$ cat config.mk
export PLATFORM = sky130hd
export DESIGN_NAME = div
export DESIGN_NICKNAME = d
export VERILOG_FILES = /design/src/rtl/div_pkg.sv /design/src/rtl/div_step.sv /design/src/rtl/div.sv
export SDC_FILE = /design/constraint.sdc
export NUM_CORES = 1
export LEC_CHECK = 0
export CORE_MARGIN = 1
export CORE_UTILIZATION = 65
export DETAILED_ROUTE_END_ITERATION = 10
export DONT_BUFFER_PORTS = 1
export MAX_ROUTING_LAYER = met4
export PLACE_DENSITY_LB_ADDON = 0.1
export SLEW_MARGIN = 5
export SYNTH_ARGS = -nofsm -noshare
export SYNTH_HDL_FRONTEND = slang
export SYNTH_SLANG_ARGS = --single-unit
$ cat constraint.sdc
create_clock -name clk -period 4.2 [get_ports clk]
set_input_delay 1.26 -clock clk [delete_from_list [all_inputs] [get_ports clk]]
set_output_delay 1.26 -clock clk [all_outputs]
set_load 0.02 [all_outputs]
$ cat src/rtl/div_pkg.sv
// Shared definitions for the multicycle signed divider: FSM states and sizing.
package div_pkg;

  localparam int DIV_WIDTH = 32;
  localparam int DIV_ITER  = DIV_WIDTH;
  localparam int DIV_CNT_W = $clog2(DIV_ITER + 1);

  typedef enum logic [1:0] {
    IDLE = 2'd0,
    RUN  = 2'd1,
    FIX  = 2'd2
  } div_state_t;

endpackage

$ cat src/rtl/div_step.sv
// One restoring division step on unsigned magnitudes: shift {rem,quo} left, trial-subtract divisor.
module div_step #(
  parameter int WIDTH = 32
) (
  input  logic [WIDTH-1:0] rem,
  input  logic [WIDTH-1:0] quo,
  input  logic [WIDTH-1:0] divisor,
  output logic [WIDTH-1:0] rem_next,
  output logic [WIDTH-1:0] quo_next
);

  logic [WIDTH:0]   shifted;
  logic [WIDTH-1:0] diff;
  logic             ge;

  // When the subtraction succeeds the true difference is below divisor, so modulo-2^WIDTH is exact.
  always_comb begin
    shifted  = {rem, quo[WIDTH-1]};
    ge       = (shifted >= {1'b0, divisor});
    diff     = shifted[WIDTH-1:0] - divisor;
    rem_next = ge ? diff : shifted[WIDTH-1:0];
    quo_next = {quo[WIDTH-2:0], ge};
  end

endmodule

$ cat src/rtl/div.sv
// Multicycle signed divider (MIPS DIV): quotient to lo, remainder to hi, one quotient bit per clock.
module div
  import div_pkg::*;
#(
  parameter int WIDTH = DIV_ITER
) (
  input  logic                    clk,
  input  logic                    reset,
  input  logic signed [WIDTH-1:0] x,
  input  logic signed [WIDTH-1:0] y,
  input  logic                    div_control,
  output logic signed [WIDTH-1:0] hi,
  output logic signed [WIDTH-1:0] lo,
  output logic                    operando,
  output logic                    div_done,
  output logic                    div_zero
);

  localparam int CNT_W = $clog2(WIDTH + 1);

  div_state_t       state;
  logic [CNT_W-1:0] count;
  logic [WIDTH-1:0] rem;
  logic [WIDTH-1:0] quo;
  logic [WIDTH-1:0] dvsr;
  logic [WIDTH-1:0] rem_next;
  logic [WIDTH-1:0] quo_next;
  logic             sign_q;
  logic             sign_r;

  // Magnitude as unsigned; the most negative value maps onto itself, which is correct unsigned.
  function automatic logic [WIDTH-1:0] mag(input logic signed [WIDTH-1:0] v);
    return v[WIDTH-1] ? (~v + 1'b1) : v;
  endfunction

  function automatic logic [WIDTH-1:0] apply_sign(input logic [WIDTH-1:0] m, input logic neg);
    return neg ? (~m + 1'b1) : m;
  endfunction

  div_step #(.WIDTH(WIDTH)) u_step (
    .rem      (rem),
    .quo      (quo),
    .divisor  (dvsr),
    .rem_next (rem_next),
    .quo_next (quo_next)
  );

  always_ff @(posedge clk or negedge reset) begin
    if (!reset) begin
      state    <= IDLE;
      count    <= '0;
      rem      <= '0;
      quo      <= '0;
      dvsr     <= '0;
      sign_q   <= 1'b0;
      sign_r   <= 1'b0;
      hi       <= '0;
      lo       <= '0;
      operando <= 1'b0;
      div_done <= 1'b0;
      div_zero <= 1'b0;
    end else begin
      case (state)
        IDLE: begin
          div_done <= 1'b0;
          if (div_control) begin
            operando <= 1'b1;
            div_zero <= (y == '0);
            dvsr     <= mag(y);
            quo      <= mag(x);
            rem      <= '0;
            sign_q   <= x[WIDTH-1] ^ y[WIDTH-1];
            sign_r   <= x[WIDTH-1];
            count    <= CNT_W'(WIDTH);
            state    <= (y == '0) ? FIX : RUN;
          end
        end
        RUN: begin
          rem   <= rem_next;
          quo   <= quo_next;
          count <= count - 1'b1;
          if (count == CNT_W'(1)) state <= FIX;
        end
        FIX: begin
          // A zero divisor leaves the previous result in place.
          if (!div_zero) begin
            lo <= apply_sign(quo, sign_q);
            hi <= apply_sign(rem, sign_r);
          end
          operando <= 1'b0;
          div_done <= 1'b1;
          state    <= IDLE;
        end
        default: state <= IDLE;
      endcase
    end
  end

endmodule

======== Word-level counts from Yosys, hierarchy flattened ========
Index checks and enable logic that the tools add are counted.
storage, ports and cells
  flip-flop bits (word level) ............. 173
  output and inout bits ................... 67
  word-level logic and storage cells ...... 57
  input bits .............................. 67
cells by class
  reduce and logical (&&, ||, !) cells .... 9
  eq/ne operators ......................... 5
  order comparisons ....................... 1
  bitwise operators ....................... 6
  $add $sub $neg .......................... 6
  mux-type cells .......................... 18
operators by type and width
  cell                                                                number
  32-bit two-way mux                                                  7
  32-bit by 1-bit adder with 32-bit output, second input constant     4
  32-bit inverter                                                     4
  32-bit one-hot mux with 2 select lines                              2
  33-bit by 32-bit greater-or-equal comparator with 1-bit output      1
  32-bit logical NOT                                                  1
  32-bit subtractor                                                   1
  6-bit one-hot mux with 2 select lines                               1
  2-bit AND reduction                                                 5
  6-bit by 1-bit == test with 1-bit output, second input constant     1
  2-bit two-way mux                                                   3
  6-bit two-way mux                                                   1
  6-bit by 1-bit subtractor with 6-bit output, second input constant  1
  2-bit != test, second input constant                                2
  1-bit one-hot mux with 2 select lines                               2
  2-bit one-hot mux with 2 select lines                               1
  2-bit nonzero test                                                  2
  2-bit by 1-bit == test with 1-bit output, second input constant     1
  2-bit == test, second input constant                                1
  2-bit logical NOT                                                   1
  1-bit two-way mux                                                   1
  1-bit inverter                                                      1
  1-bit bitwise XOR                                                   1

======== Longest topological paths before layout ========
Gate-level depths: netlist of run 1.
  depth after elaboration ................. 5
  gate-level depth with buffers ........... 13
  depth with buffers taken out ............ 13

======== Hierarchy ========
Synthesis of run 1 repeated with hierarchy kept, for this count alone.
second synthesis, totals
  cell total of the unflattened synthesis .. 1,356
  area total of the unflattened synthesis .. 11,750.0 um^2
by module, submodules not included
  module    instances  cells each  area each (um^2)  seq. area each (um^2)
  div       1          1,001       9,178.8           4,329.2
  div_step  1          355         2,571.2           0.0

======== Least setup slack after synthesis of run 1 ========
Ideal clock, no wire load.
  path type ............................... input port to flip-flop
  start ................................... input port x[8]
  end ..................................... register quo[29]
  library setup time ...................... 0.129 ns
  cell stages on the path ................. 9
  arrival ................................. 3.561 ns
  data required time ...................... 4.071 ns
  slack ................................... 0.510 ns
  buffers on the path ..................... 1
  cells stage by stage .................... or4_1 > or4_1 > or3_1 > or2_1 > clkbuf_1 > or3_1 > nand2_1 > xor2_1 > o21ai_1
on the way
  longest elaborated chain between the ends .. 5
RTL lines
  what                                      line       text
  from (decl)                               div.sv:9   input logic signed [WIDTH-1:0] x,
  32-bit inverter                           div.sv:33  return v[WIDTH-1] ? (~v + 1'b1) : v;
  32-bit by 1-bit adder with 32-bit output  div.sv:33
  32-bit two-way mux                        div.sv:33
  32-bit two-way mux                        div.sv:66  if (div_control) begin
  32-bit one-hot mux with 2 select lines    div.sv:63  case (state)
  to (signal assigned)                      div.sv:70  quo <= mag(x);
  to (signal assigned)                      div.sv:80  quo <= quo_next;
  to (decl)                                 div.sv:24  logic [WIDTH-1:0] quo;
Every way passes these cells. The select of a mux whose other input is x is not followed.
A chain may end at the register's enable or synchronous reset.

======== Final worst setup path of run 1 ========
Ends and elaborated chain as after synthesis.

==> flow_summary_export.csv, run 1 <==
group,metric,value,unit
run_status,status,"completed",
worst_setup_path,critical_path.endpoint_type,"flip-flop",
timing,fin_tns_setup,0,ns
clocking,numClockSinks,173,
worst_setup_path,start_kind,"primary input",
clocking,clockBufferDepth,2,
synth,synthArstFlopShare,1.00,
pwr,irDropWorstVdd,468,uV
layout,final_area,11700,sq um
grt,grtUsageTotal,0.308,
clocking,cts_resized,0,
drt,via_per_inst,6.19,
drt,drtIter0Drc,689,
timing,maxSlewHeadroom,0.279,
synth,synth_cell_types,62,
worst_hold_path,min_path_type,"flip-flop to flip-flop",
synth,avgSynthCellArea,8.63,sq um
drt,drc,0,
place,place_area,11100,sq um
synth,ys_seq_area_frac,0.394,
drt,wl_per_cell,17.4,microns
timing,clock_skew,0.00840,ns
floorplan,ioPinCount,134,
timing,worstMarginPinSlew,1.08,ns
floorplan,placementRows,47,
synth,synth_top_flop_cell,"dfrtp_1",
pwr,powerDensity,906,nW/um^2
timing,rsz0062_at_grt,"false",
floorplan,die-area,17400,sq um
synth,syn_area,11000,sq um
synth,yosys_warnings,0,
grt,grt_pass1_vias,8426,
timing,finalCritPeriodShare,0.814,
timing,setup_viol,0,
worst_setup_path,criticalPathCategory,"primary input to flip-flop",
worst_setup_path,cp.required,4.49,ns
grt,grt_pass1_wl,41900,microns
worst_setup_path,cp-startpoint,"x[8]",
layout,area_growth,6.43,%
clocking,post_cts.repair.setup_buffers,0,
clocking,cts_buffers,17,
timing,finalHoldViolations,0,
clocking,cts_hold_buf,0,
worst_setup_path,arrival,3.70,ns
synth,synthesis.nets,1380,
drt,ant_nets,0,
clocking,h-tree-depth,4,
grt,antenna_found_initial,0,
floorplan,start_util,0.666,
clocking,cts_tree,"done",
drt,drt_wl_total,25400,microns
worst_setup_path,cp_max_fo,6,
layout,num-nets-final,1339,
layout,diodes,0,
grt,grt_max_degree,174,
synth,synth_edf_count,0,
drt,vias,9079,
timing,slew_viol_final,0,
pwr,power.leakage,5.16,nW
floorplan,die_x,132,microns
grt,overflow,0,
floorplan,die_h,132,microns
floorplan,core,16500,sq um
worst_setup_path,r2r_start,"rem[18]$_DFFE_PN0P_",
clocking,cts.reportedPaths.clkPinSlew,0.06,ns
clocking,cts.root.buffer_cell,"clkbuf_16",
timing,min_period,3.42,ns
place,finalWeightedCongestion,0.897,
place,hpwl,18100,microns
synth,syn_inst,1274,
timing,max_freq,0.293,GHz
timing,holdWs,0.483,ns
worst_hold_path,min_from,"dvsr[24]$_DFFE_PN0P_",
clocking,clkLatencyLatePin,0.43,ns
layout,fillers,1296,
pwr,p_total,10.6,mW
place,portBuffers,0,
synth,synth-seq-cells,173,
flow_run,drv_cap,0,
layout,drive_gt1_frac,0.0546,
drt,firstDrtPassIters,5,
synth_stat cells, drive strengths merged, types with 7 or more instances:
master  count  area share
nand3      18      0.0082
nor3       13      0.0069
clkbuf     59       0.020
ha         38       0.043
inv        52       0.018
buf        10      0.0035
o21ai     199       0.091
a22o       11      0.0088
mux2i      12       0.011
o41ai      17       0.016
or4        22       0.016
a32oi       8      0.0064
or2         9      0.0051
and3        7      0.0040
nor2       30       0.011
nand2b      8      0.0059
o22ai      11      0.0063
a21o       20       0.014
a22oi      23       0.016
a31oi       7      0.0040
a21oi      48       0.022
or3        26       0.016
xor2      100       0.080
nand2     214       0.073
dfrtp     173        0.39
xnor2      45       0.036
o31ai      32       0.023
stage by stage:
stage | cells | utilization | setup WS (ns)
2_1_floorplan | 1274 | - | 0.510
3_3_place_gp | 1434 | 0.673 | 0.354
3_5_place_dp | 1434 | 0.673 | 0.324
4_1_cts | 1466 | 0.708 | 0.770
5_1_grt | 1466 | 0.708 | 0.536
6_report | 1466 | 0.708 | 0.782
final cells by class:
class                      count  area [sq um]  share of cell area
multi-input combinational    979          6230               0.532
tap                          220           275              0.0235
timing repair buffer           9          92.6             0.00791
clock buffer                  21           470              0.0402
inverter                      53           199              0.0170
clock inverter                11           109             0.00930
sequential                   173          4330               0.370
cells in the final DEF, fill, tap and decap left out, drive strengths merged, types with 6 or more instances in the layout:
master / instances
nor3: 13
a22oi: 23
a31oi: 7
inv: 54
a32oi: 8
a21oi: 48
o22ai: 11
or3: 26
or2: 9
o31ai: 32
dfrtp: 173
nand2b: 8
nand2: 214
xnor2: 45
o21bai: 6
nor2: 30
o21ai: 199
o41ai: 17
ha: 38
clkbuf: 21
buf: 9
xor2: 100
and3: 7
a21o: 20
nand3: 18
a22o: 11
or4: 22
nor4: 6
mux2i: 12
layer usage:
metal	track usage	vias up	wire length, microns
li1	-	4464	-
met1	0.449	4281	12300
met2	0.442	300	11000
met3	0.0438	34	1630
met4	0.101	0	435
met5	-	-	0
power by group:
group          switching [mW]  total (mW)  leakage, nW  internal [mW]
registers                1.29        3.73         2.18           2.44
clock network           0.673        1.54        0.272          0.869
logic                    3.07        5.34         2.71           2.27
total                    5.04        10.6         5.16           5.58
final timing paths:
kind / endpoint / slack, ns / cells past startpoint
setup / recovery: quo[29]$_DFFE_PN0P_ / 0.78 / 8
hold / removal: dvsr[24]$_DFFE_PN0P_ / 0.48 / 2
setup reg to reg: rem[23]$_DFFE_PN0P_ / 0.83 / 9
hold reg to reg: dvsr[24]$_DFFE_PN0P_ / 0.48 / 2
max in group asynchronous: dvsr[6]$_DFFE_PN0P_ / 3.41 / 0
min in group asynchronous: hi[11]$_DFFE_PN0P_ / 0.52 / 0
registers in the layout (all words and copies together) (netlist names):
name,cells
dvsr,32
hi,32
lo,32
quo,32
rem,32
count,6
state,2
div_done,1
div_zero,1
operando,1
sign_q,1
sign_r,1
critical path, stage by stage:
cell and delay, ns:
or4_1 0.57, or4_1 0.45, or3_1 0.36, or2_1 0.34
or3_1 0.37, nand2_1 0.10, xor2_1 0.17, o21ai_1 0.08
logic make-up after synthesis:
group | count (synthesis) | share of synthesized area
buffers and inverters | 122 | 0.0417
AND/OR/NAND/NOR | 372 | 0.161
XOR/XNOR | 145 | 0.115
AO/OA/AOI/OAI | 411 | 0.232
flip-flops | 173 | 0.394
multiplexers | 12 | 0.0109
adder cells (fa/ha/maj) | 39 | 0.0450
Power figures use the tool's default switching activity.
==> run 2, diff against run 1 <==
--- a/config.mk
+++ b/config.mk
@@ -6,7 +6,7 @@
 export NUM_CORES = 1
 export LEC_CHECK = 0
 export CORE_MARGIN = 1
-export CORE_UTILIZATION = 65
+export CORE_UTILIZATION = 59
 export DETAILED_ROUTE_END_ITERATION = 10
 export DONT_BUFFER_PORTS = 1
 export MAX_ROUTING_LAYER = met4
==> constraint.sdc (replaced) <==
create_clock -name clk -period 3.1 [get_ports clk]
set_input_delay 0.93 -clock clk [delete_from_list [all_inputs] [get_ports clk]]
set_output_delay 0.93 -clock clk [all_outputs]
set_load 0.02 [all_outputs]
==> flow_summary_export.csv, run 2 (same netlist as run 1, synthesis figures left out) <==
group,metric,value,unit
worst_setup_path,criticalPathCategory,"flip-flop to flip-flop",
grt,grt_max_degree,174,
drt,ant_nets,0,
layout,num-nets-final,1429,
place,portBuffers,0,
place,pre_cts_ws,-0.310,ns
grt,grt_pass1_vias,9144,
pwr,power.internal,8.21,mW
floorplan,placementRows,49,
pwr,powerDensity,1230,nW/um^2
layout,multi_input_area,6380,sq um
clocking,clockBufferDepth,2,
floorplan,ioPinCount,134,
layout,diodes,0,
timing,maxSlewHeadroom,0.249,
timing,clock_skew,0.0102,ns
run_status,failed_checks,"design-rule violations",
run_status,status,"finished, violations left",
timing,finalHoldViolations,0,
clocking,cts.root.buffer_cell,"clkbuf_16",
timing,worstMarginPinSlew,1.13,ns
layout,drive_gt1_frac,0.133,
worst_hold_path,min_path_type,"primary input to asynchronous set/reset pin",
pwr,seq_power_share,0.309,
drt,highest_layer,"met4",
pwr,p_total,15.5,mW
clocking,clkLatencyLatePin,0.43,ns
timing,finalCritPeriodShare,0.966,
pwr,switching_share,0.469,
grt,antenna_found_initial,0,
place,hpwl,20300,microns
drt,wl_met3,1860,microns
drt,drtIter0Drc,802,
drt,dr_wl_met2,12400,microns
clocking,cts.reportedPaths.clkPinSlew,0.07,ns
worst_setup_path,cp.required,3.41,ns
clocking,cts_hold_buf,0,
drt,firstDrtPassIters,9,
pwr,clkPwrFrac,0.133,
drt,drc,18,
drt,via_per_inst,6.12,
drt,wl_met1,13300,microns
layout,area_growth,13.9,%
floorplan,core,18100,sq um
worst_setup_path,critical_path.endpoint_type,"flip-flop",
floorplan,die_x,139,microns
pwr,comb_power_share,0.558,
place,finalWeightedCongestion,0.949,
worst_setup_path,cp_max_fo,5,
layout,layout_common_cells,"213 x nand2_1, 173 x dfrtp_1, 165 x o21ai_0",
clocking,numClockSinks,173,
drt,wl_per_cell,17.9,microns
layout,fillers,1471,
layout,final_common_cell,"nand2_1",
timing,slew_viol_final,0,
timing,min_period,3.00,ns
timing,setup_viol,0,
flow_run,drv_cap,0,
worst_setup_path,reg2reg_slack,0.10,ns
grt,overflow,0,
pwr,irDropWorstVdd,570,uV
timing,max_freq,0.334,GHz
layout,ff_latch_area,4330,sq um
clocking,cts_tree,"done",
worst_setup_path,arrival,3.31,ns
floorplan,start_util,0.606,
drt,vias,9560,
worst_setup_path,start_kind,"flip-flop",
clocking,cts_buffers,17,
clocking,h-tree-depth,4,
timing,setup_slack,0.104,ns
floorplan,die_h,139,microns
pwr,p_switching,7.25,mW
grt,grt_pass1_wl,45900,microns
pwr,power.leakage,5.61,nW
drt,drt_wl_total,27900,microns
grt,grtUsageTotal,0.306,
floorplan,die-area,19200,sq um
-- run 2: routing by layer --
| layer | global-route usage | up-vias |
|---|---|---|
| met5 | - | - |
| met4 | 0.0798 | 0 |
| met3 | 0.0556 | 32 |
| met2 | 0.453 | 337 |
| met1 | 0.434 | 4560 |
| li1 | - | 4631 |
-- run 2: final timing paths --
path,start,to,cells after the start
setup reg to reg,rem[2]$_DFFE_PN0P_,hi[29]$_DFFE_PN0P_,8
setup / recovery,rem[2]$_DFFE_PN0P_,hi[29]$_DFFE_PN0P_,8
max in group asynchronous,reset,dvsr[12]$_DFFE_PN0P_,0
hold / removal,reset,hi[13]$_DFFE_PN0P_,0
min in group clk,dvsr[20]$_DFFE_PN0P_,dvsr[20]$_DFFE_PN0P_,2
hold reg to reg,dvsr[20]$_DFFE_PN0P_,dvsr[20]$_DFFE_PN0P_,2
-- run 2: layout make-up --
class,instances,area share
Tap cell,229,0.0229
Clock buffer,19,0.0345
Clock inverter,11,0.00888
Sequential cell,173,0.345
Timing Repair Buffer,99,0.0637
Multi-Input combinational cell,979,0.509
Inverter,53,0.0159
-- run 2: through the flow --
step           std cells  hold slack (ns)  TNS (ns)  area (sq um)  utilization
2_1_floorplan       1274            0.443    -0.795         11000            -
3_3_place_gp        1531            0.460     -2.20         11900        0.653
3_5_place_dp        1531            0.473     -3.57         11900        0.653
4_1_cts             1561            0.183         0         12400        0.684
5_1_grt             1563            0.180    -0.257         12500        0.691
6_report            1563            0.192         0         12500        0.691
-- run 2: power groups by stage --
stage	clock, mW	sequential [mW]	combinational (mW)
floorplan	0	4.56	5.95
global placement	0	4.74	8.10
detailed placement	0	4.79	8.28
CTS	2.07	4.76	8.34
global route	2.16	4.93	9.59
finish	2.05	4.78	8.62
-- run 2: worst max-delay path, cell delays in order, from the launching register on --
cell and delay (ns):
dfrtp_1 0.41, or3_1 0.41, or3_1 0.37, or4_4 0.46, or3_4 0.37, or3_4 0.37
o41ai_2 0.24, xor2_1 0.17, o21ai_1 0.06
-- run 2: what timing repair did --
action                                 CTS  global route
gates resized for setup                  1            18
setup buffers                            0             1
setup endpoints to repair                1            26
endpoints found under the hold margin    0             0
cloned                                   0             1
pin swaps                                0             5
==> run 3, diff against run 2 <==
--- a/config.mk
+++ b/config.mk
@@ -5,6 +5,7 @@
 export SDC_FILE = /design/constraint.sdc
 export NUM_CORES = 1
 export LEC_CHECK = 0
+export CORE_ASPECT_RATIO = 0.9
 export CORE_MARGIN = 1
 export CORE_UTILIZATION = 59
 export DETAILED_ROUTE_END_ITERATION = 10
==> flow_summary_export.csv, run 3 (same netlist as run 1, synthesis figures left out) <==
group,metric,value,unit
run_status,status,"completed",
grt,grt_pass1_vias,8961,
timing,slew_viol_final,0,
grt,overflow,0,
drt,vias,9480,
timing,maxSlewHeadroom,0.230,
timing,rsz0062_at_grt,"true",
worst_setup_path,path_common_cell,"or3_4",
layout,layoutNonFillerInstCount,1570,
layout,layout_common_cells,"213 x nand2_1, 171 x dfrtp_1, 165 x o21ai_0",
drt,via_per_inst,6.04,
drt,ant_nets,0,
worst_setup_path,worst-path-buf-inv,0,
worst_setup_path,crit_slowest_cell,"or4_4",
place,pre_cts_ws,-0.298,ns
timing,min_period,3.05,ns
timing,setup_viol,0,
layout,final_core_util,0.702,
grt,grt_pass1_wl,45100,microns
timing,finalCritPeriodShare,0.983,
worst_setup_path,arrival,3.36,ns
floorplan,die-area,19200,sq um
worst_setup_path,cp_slowest_stage_delay,0.50,ns
worst_setup_path,criticalPathCategory,"flip-flop to flip-flop",
clocking,clockBufferDepth,2,
clocking,cts_tree,"done",
layout,drive_gt1_frac,0.138,
worst_setup_path,cp_top_family,"simple AND/OR/NAND/NOR gates",
layout,ff_latch_area,4330,sq um
clocking,numClockSinks,173,
worst_setup_path,reg2reg_slack,0.05,ns
worst_setup_path,r2r_start,"rem[9]$_DFFE_PN0P_",
worst_setup_path,reg2reg_depth,8,
worst_setup_path,start_kind,"flip-flop",
drt,drc,0,
grt,antenna_found_initial,1,
timing,finalHoldViolations,0,
worst_setup_path,cp-startpoint,"rem[9]$_DFFE_PN0P_",
timing,max_freq,0.328,GHz
floorplan,core,18000,sq um
clocking,cts.root.buffer_cell,"clkbuf_16",
layout,multi_input_area,6390,sq um
worst_hold_path,min_path_type,"primary input to asynchronous set/reset pin",
place,dp_cells,1535,
grt,grtUsageTotal,0.302,
floorplan,start_util,0.613,
worst_setup_path,crit_chain,"or4_4 -> or3_4 -> or2_4 -> or3_4 -> or3_4 -> o41ai_4 -> xor2_1 -> o21ai_1",
floorplan,die_x,146,microns
drt,drt_wl_total,28000,microns
flow_run,drv_cap,0,
layout,final_common_cell,"nand2_1",
worst_setup_path,cp_max_fo,6,
worst_setup_path,critical_path.endpoint_type,"flip-flop",
place,hpwl,20300,microns
layout,fillers,1430,
place,finalWeightedCongestion,0.912,
layout,diodes,0,
pwr,powerDensity,1250,nW/um^2
drt,firstDrtPassIters,5,
worst_setup_path,cp.required,3.41,ns
floorplan,die_h,132,microns
drt,wl_per_cell,17.8,microns
clocking,cts_hold_buf,0,
worst_setup_path,r2r_end,"hi[29]$_DFFE_PN0P_",
drt,drtIter0Drc,740,
timing,clock_skew,0.0148,ns
pwr,power.leakage,5.64,nW
clocking,cts.reportedPaths.clkPinSlew,0.08,ns
timing,setup_slack,0.0528,ns
floorplan,ioPinCount,134,
layout,area_growth,14.6,%
clocking,cts_buffers,17,
place,portBuffers,0,
pwr,irDropWorstVdd,585,uV
pwr,p_total,15.8,mW
grt,grt_max_degree,174,
clocking,clkLatencyLatePin,0.44,ns
floorplan,placementRows,46,
layout,num-nets-final,1424,
clocking,h-tree-depth,4,
timing,worstMarginPinSlew,1.16,ns
[run 3: worst register-to-register path: stages, from the launching register on]
cell and delay [ns]:
dfrtp_2 0.45, or4_4 0.50, or3_4 0.34, or2_4 0.24, or3_4 0.38, or3_4 0.37, o41ai_4 0.36, xor2_1 0.19
o21ai_1 0.08
[run 3: power breakdown]
| group | internal, mW | leakage (nW) | switching [mW] | total [mW] |
|---|---|---|---|---|
| clock | 1.37 | 0.305 | 0.962 | 2.33 |
| combinational | 3.81 | 3.16 | 4.83 | 8.65 |
| sequential | 3.31 | 2.17 | 1.48 | 4.79 |
| total | 8.49 | 5.64 | 7.28 | 15.8 |
[run 3: per-stage QoR]
step | instance area (sq um) | hold slack, ns | TNS (ns)
2_1_floorplan | 11000 | 0.443 | -0.795
3_3_place_gp | 11800 | 0.463 | -2.05
3_5_place_dp | 11800 | 0.471 | -3.00
4_1_cts | 12500 | 0.178 | 0
5_1_grt | 12600 | 0.166 | -0.0426
6_report | 12600 | 0.189 | 0
[run 3: metal layers]
metal / up-vias / GRT usage / wire length [microns]
met5: - / - / 0
met2: 302 / 0.437 / 12400
li1: 4630 / - / -
met1: 4526 / 0.431 / 13300
met4: 0 / 0.0754 / 248
met3: 22 / 0.0639 / 2040
[run 3: timing repair]
action / CTS / global route
gates resized for setup: 1 / 27
setup endpoints to repair: 1 / 23
setup buffers: 0 / 4
pin swaps: 0 / 7
[run 3: how the worst max path moves through the flow]
stage / to / slack [ns] / cells after the start
finish: hi[29]$_DFFE_PN0P_ / 0.05 / 8
global placement: quo[30]$_DFFE_PN0P_ / -0.25 / 9
floorplan: quo[30]$_DFFE_PN0P_ / -0.21 / 9
global route: hi[29]$_DFFE_PN0P_ / -0.04 / 8
CTS: rem[28]$_DFFE_PN0P_ / 0.008 / 13
detailed placement: quo[30]$_DFFE_PN0P_ / -0.30 / 9
[run 3: layout make-up]
type | count | share of cell area
clock buffers | 18 | 0.0340
inverters | 53 | 0.0158
flip-flops and latches | 173 | 0.343
clock inverters | 13 | 0.0163
well taps | 240 | 0.0238
repair buffers | 94 | 0.0602
multi-input cells | 979 | 0.506
